[config.mk]
export PLATFORM = sky130hd
export DESIGN_NAME = mmio_bus_ctrl
export DESIGN_NICKNAME = d
export VERILOG_FILES = /design/src/rtl/mmio_pkg.sv /design/src/rtl/mmio_region_match.sv /design/src/rtl/mmio_bus_ctrl.sv
export SDC_FILE = /design/constraint.sdc
export NUM_CORES = 1
export LEC_CHECK = 0
export CAP_MARGIN = 10
export CELL_PAD_IN_SITES_DETAIL_PLACEMENT = 1
export CELL_PAD_IN_SITES_GLOBAL_PLACEMENT = 1
export CORE_ASPECT_RATIO = 1.25
export CORE_MARGIN = 3
export CORE_UTILIZATION = 31
export DETAILED_ROUTE_END_ITERATION = 10
export PLACE_DENSITY_LB_ADDON = 0.05
export SETUP_SLACK_MARGIN = 0.15
export SYNTH_ARGS = -nofsm -noshare
export SYNTH_HDL_FRONTEND = slang
export SYNTH_HIERARCHICAL = 1
export SYNTH_SLANG_ARGS = --single-unit
export TNS_END_PERCENT = 20
[constraint.sdc]
create_clock -name clk -period 4.6 [get_ports clk]
set_input_delay 0.46 -clock clk [delete_from_list [all_inputs] [get_ports clk]]
set_output_delay 0.46 -clock clk [all_outputs]
set_load 0.1 [all_outputs]
[src/rtl/mmio_pkg.sv]
// mmio_pkg: shared state encoding, default decode map and region match helper
// for the MMIO bus controller.
package mmio_pkg;

    typedef enum logic [1:0] {IDLE, WAIT, RESP} state_t;

    localparam int DEC_LSB_DEF = 4;
    localparam int DEC_MSB_DEF = 8;

    localparam logic [4:0] DMEM_BASE = 5'h00;
    localparam logic [4:0] DMEM_MASK = 5'h10;
    localparam logic [4:0] FACT_BASE = 5'h10;
    localparam logic [4:0] FACT_MASK = 5'h1F;
    localparam logic [4:0] GPIO_BASE = 5'h12;
    localparam logic [4:0] GPIO_MASK = 5'h1F;

    function automatic logic region_hit(input logic [31:0] field, input logic [31:0] base,
                                        input logic [31:0] mask);
        return (field & mask) == (base & mask);
    endfunction

endpackage

[src/rtl/mmio_region_match.sv]
// mmio_region_match: combinational address-field decoder; the lowest-index
// matching region wins when regions overlap.
module mmio_region_match
    import mmio_pkg::*;
#(
    parameter int NUM_SLAVES = 3,
    parameter int FW = 5,
    parameter int IDX_W = 2,
    parameter logic [NUM_SLAVES*FW-1:0] SLV_BASE = {GPIO_BASE, FACT_BASE, DMEM_BASE},
    parameter logic [NUM_SLAVES*FW-1:0] SLV_MASK = {GPIO_MASK, FACT_MASK, DMEM_MASK}
) (
    input  logic [FW-1:0]    field,
    output logic             hit,
    output logic [IDX_W-1:0] idx
);

    always_comb begin
        hit = 1'b0;
        idx = '0;
        for (int i = NUM_SLAVES - 1; i >= 0; i--) begin
            if (region_hit(32'(field), 32'(SLV_BASE[i*FW +: FW]), 32'(SLV_MASK[i*FW +: FW]))) begin
                hit = 1'b1;
                idx = IDX_W'(i);
            end
        end
    end

endmodule

[src/rtl/mmio_bus_ctrl.sv]
// mmio_bus_ctrl: routes one core data access at a time to a decoded slave,
// waits for its ready (bounded by TIMEOUT) and returns done/err plus read data.
module mmio_bus_ctrl
    import mmio_pkg::*;
#(
    parameter int NUM_SLAVES = 3,
    parameter int ADDR_W = 32,
    parameter int DATA_W = 32,
    parameter int DEC_LSB = DEC_LSB_DEF,
    parameter int DEC_MSB = DEC_MSB_DEF,
    parameter logic [NUM_SLAVES*(DEC_MSB-DEC_LSB+1)-1:0] SLV_BASE = {GPIO_BASE, FACT_BASE, DMEM_BASE},
    parameter logic [NUM_SLAVES*(DEC_MSB-DEC_LSB+1)-1:0] SLV_MASK = {GPIO_MASK, FACT_MASK, DMEM_MASK},
    parameter int TIMEOUT = 16
) (
    input  logic                         clk,
    input  logic                         rst_n,
    input  logic                         m_req,
    input  logic                         m_we,
    input  logic [ADDR_W-1:0]            m_addr,
    input  logic [DATA_W-1:0]            m_wdata,
    output logic [DATA_W-1:0]            m_rdata,
    output logic                         m_done,
    output logic                         m_err,
    output logic                         m_busy,
    output logic [NUM_SLAVES-1:0]        s_sel,
    output logic [NUM_SLAVES-1:0]        s_we,
    output logic [ADDR_W-1:0]            s_addr,
    output logic [DATA_W-1:0]            s_wdata,
    input  logic [NUM_SLAVES*DATA_W-1:0] s_rdata,
    input  logic [NUM_SLAVES-1:0]        s_rdy
);

    localparam int FW = DEC_MSB - DEC_LSB + 1;
    localparam int IDX_W = NUM_SLAVES > 1 ? $clog2(NUM_SLAVES) : 1;
    localparam int CNT_W = $clog2(TIMEOUT + 1);

    state_t              r_state, w_state_nxt;
    logic [CNT_W-1:0]    r_cnt;
    logic [IDX_W-1:0]    r_idx, w_idx;
    logic                r_we, r_err, w_hit, w_rdy, w_tmo;
    logic [ADDR_W-1:0]   r_addr;
    logic [DATA_W-1:0]   r_wdata, r_rdata, w_slice;
    logic [NUM_SLAVES-1:0] w_sel;

    mmio_region_match #(
        .NUM_SLAVES(NUM_SLAVES),
        .FW        (FW),
        .IDX_W     (IDX_W),
        .SLV_BASE  (SLV_BASE),
        .SLV_MASK  (SLV_MASK)
    ) u_match (
        .field(m_addr[DEC_MSB:DEC_LSB]),
        .hit  (w_hit),
        .idx  (w_idx)
    );

    // Only the selected slave's ready and data are visible to the FSM.
    always_comb begin
        w_rdy   = 1'b0;
        w_slice = '0;
        w_sel   = '0;
        for (int i = 0; i < NUM_SLAVES; i++) begin
            if (IDX_W'(i) == r_idx) begin
                w_rdy    = s_rdy[i];
                w_slice  = s_rdata[i*DATA_W +: DATA_W];
                w_sel[i] = r_state == WAIT;
            end
        end
    end

    assign w_tmo = r_cnt == CNT_W'(TIMEOUT - 1);

    always_comb begin
        w_state_nxt = r_state;
        case (r_state)
            IDLE:    w_state_nxt = m_req ? (w_hit ? WAIT : RESP) : IDLE;
            WAIT:    w_state_nxt = (w_rdy || w_tmo) ? RESP : WAIT;
            default: w_state_nxt = IDLE;
        endcase
    end

    always_ff @(posedge clk) begin
        if (!rst_n) begin
            r_state <= IDLE;
            r_cnt   <= '0;
            r_idx   <= '0;
            r_we    <= 1'b0;
            r_err   <= 1'b0;
            r_addr  <= '0;
            r_wdata <= '0;
            r_rdata <= '0;
        end else begin
            r_state <= w_state_nxt;
            case (r_state)
                IDLE: if (m_req) begin
                    r_addr  <= m_addr;
                    r_wdata <= m_wdata;
                    r_we    <= m_we;
                    r_idx   <= w_idx;
                    r_err   <= !w_hit;
                    r_cnt   <= '0;
                    if (!w_hit && !m_we) r_rdata <= '0;
                end
                WAIT: begin
                    r_cnt <= r_cnt + 1'b1;
                    if (w_rdy) begin
                        r_err <= 1'b0;
                        if (!r_we) r_rdata <= w_slice;
                    end else if (w_tmo) begin
                        r_err <= 1'b1;
                        if (!r_we) r_rdata <= '0;
                    end
                end
                default: ;
            endcase
        end
    end

    assign s_sel   = w_sel;
    assign s_we    = w_sel & {NUM_SLAVES{r_we}};
    assign s_addr  = r_addr;
    assign s_wdata = r_wdata;
    assign m_rdata = r_rdata;
    assign m_done  = r_state == RESP;
    assign m_err   = (r_state == RESP) && r_err;
    assign m_busy  = r_state != IDLE;

endmodule
==> flow_summary.toml <==
[global_routing]
first_global_vias = 5562
grtUsageMet2_pct = 36.6
grt.overflow.total = 0
grtUsageMet3_pct = 7.09
grt_max_degree = 70
grt_usage_pct = 19.6
grt_first_pass_wirelength_microns = 29000
top_usage_layer = "met2"
gr-usage-met1_pct = 21.2
antenna_found_initial = 0

[clocking]
htreeDepth = 3
clk_path_buf_depth = 2
cts_setup_buffers = 0
cts.sinks = 107
cts_root_buf = "clkbuf_16"
post_cts_resized = 0
worstSkewPairLatency_ns = 0.34
cts.clk_slew.worst_paths_ns = 0.08
cts.hold.buffers_added = 0
cts_tree = "yes"
cts_buffers = 9

[timing]
fin_crit_sh_pct = 72.2
slew_headroom_pct = 30.9
fmax_ghz = 0.301
rsz0062_at_grt = "no"
tns_ns = 0
finalCriticalPeriod_ns = 3.32
tightest_slew_ns = 1.03
finalHoldViolCount = 0
drv_slew = 0
setup_violations = 0
fin_skew_ns = 0.00711

[routing]
antenna_left = 0
via_per_inst = 5.00
drt_iter0_drc = 136
wirelength_microns = 18800
vias = 5248
dr.pass1.iters = 4
drc = 0
avgRoutedWirePerCell_microns = 17.9

[synth]
synth_cells = 593
avgSynthCellArea_sq_um = 8.86
ys_types = 37
ys.flop_type = "dfxtp_1"
ys_async_sr_fraction_pct = 0
syn_area_sq_um = 5260
synth_seq_area_share_pct = 40.8
ys_warn_count = 6
synth_edf_count = 0
synthesis.nets = 762
ys_ff_latch = 107

[die]
core_region_area_sq_um = 16400
die_width_microns = 122
design.die.area_sq_um = 18600
start_util_pct = 32.1
row_count = 52
die_h_microns = 152
ios = 272

[final_layout]
layout.nets = 997
drive_gt1_share_pct = 8.28
antenna_cells = 0
area_delta_synth_final_pct = 59.5
layout_commonest_cell = "clkdlybuf4s50_1"
final_area_sq_um = 8380
layout_common_cells = "clkdlybuf4s50_1 (270), nand2_1 (137), dfxtp_1 (106)"

[setup_path]
reg2reg_from = "r_idx[0]$_SDFFE_PN0P_"
crit_type = "reg -> out"
arrival_ns = 2.86
critPathRequiredTime_ns = 4.14
worstSetupEndpointType = "output port"
r2r-end = "m_rdata[26]$_SDFFE_PN0P_"
r2r_slack_ns = 1.57
ff2ff_path_depth = 5
startpoint_type = "flop"
cp-startpoint = "r_state[0]$_SDFF_PN0_"
endpoint = "s_we[2]"
crit_fanout = 12

[placement]
io_buffers = 271
dp_hpwl_microns = 14000
placed_cell_area_sq_um = 8080
gp_congestion = 0.715

[worst_hold_path]
min_path_type = "reg -> reg"

[pwr]
power.leakage_nw = 2.79
ir_drop_uv = 173
p_per_area_nw_per_um2 = 299

[run_status]
status = "completed"

[job]
maxCapViolations = 0
-- logic make-up after synthesis --
group / synth area share, %
multiplexers: 6.48
AND/OR/NAND/NOR: 20.8
adder cells (fa/ha/maj): 0.476
flip-flops: 40.8
buffers and inverters: 5.31
AO/OA/AOI/OAI: 26.2
-- sequential cells by signal (all words and copies together), names as in the netlist --
name     cells
m_rdata     32
r_cnt        5
r_err        1
r_idx        2
r_state      2
r_we         1
s_addr      32
s_wdata     32
-- cells in the mapped netlist, drive strengths merged, types with 2 or more instances --
cell type | count | area share [%]
nor3 | 5 | 0.67
a21oi | 4 | 0.38
dfxtp | 107 | 41
clkbuf | 36 | 2.6
nor2 | 8 | 0.57
inv | 2 | 0.14
nand2b | 4 | 0.48
mux2i | 34 | 6.5
o21ai | 3 | 0.29
buf | 22 | 2.6
nand3 | 36 | 6.3
nor2b | 5 | 0.60
ha | 2 | 0.48
o2bb2ai | 33 | 5.6
and2 | 4 | 0.48
a21boi | 101 | 14
and3 | 2 | 0.24
nor3b | 3 | 0.43
nand2 | 137 | 9.8
or3b | 3 | 0.50
o211ai | 32 | 4.6
-- worst min-delay path by stage --
stage	to	startpoint	slack, ns	cells past startpoint
floorplan	r_cnt[3]$_SDFFE_PN0P_	r_cnt[3]$_SDFFE_PN0P_	0.41	1
global placement	r_cnt[3]$_SDFFE_PN0P_	r_cnt[3]$_SDFFE_PN0P_	0.45	1
detailed placement	r_cnt[3]$_SDFFE_PN0P_	r_cnt[3]$_SDFFE_PN0P_	0.45	1
CTS	r_cnt[3]$_SDFFE_PN0P_	r_cnt[3]$_SDFFE_PN0P_	0.45	1
global route	r_cnt[3]$_SDFFE_PN0P_	r_cnt[3]$_SDFFE_PN0P_	0.46	1
finish	r_cnt[3]$_SDFFE_PN0P_	r_cnt[3]$_SDFFE_PN0P_	0.45	1
-- power by group --
part | internal (mW) | switching, mW
logic | 0.250 | 0.466
registers | 0.968 | 0.0253
clock network | 0.430 | 0.367
total | 1.65 | 0.858
-- metrics by stage --
stage	hold slack, ns	power (mW)	utilization (%)	worst slack (ns)	instances
after floorplan	0.415	1.46	-	0.182	593
after global placement	0.445	1.72	49.3	1.68	1033
after detailed placement	0.447	1.74	49.3	1.53	1033
after CTS	0.445	2.54	51.1	1.25	1049
after global routing	0.460	2.61	51.1	1.08	1049
final	0.445	2.51	51.1	1.28	1049
-- cell type report --
type / count / area (sq um)
repair buffers: 282 / 2790
clock buffers: 10 / 229
inverters: 2 / 7.51
multi-input cells: 426 / 2870
well taps: 216 / 270
flip-flops and latches: 107 / 2140
clock inverters: 6 / 73.8
fillers: 1870 / 8020
-- metal layers --
layer | up-vias | part of all wire [%]
met2 | 177 | 51
met1 | 2519 | 38
met5 | - | 0
met3 | 7 | 9.7
li1 | 2545 | -
met4 | 0 | 0.66
-- critical path: stages (launching register included) --
cell and delay (ns):
dfxtp_1 0.53, nand2b_1 0.33, nor3b_1 0.35, and2_1 0.17, clkdlybuf4s50_1 1.13
No activity file was read; power rests on OpenSTA's default activity.
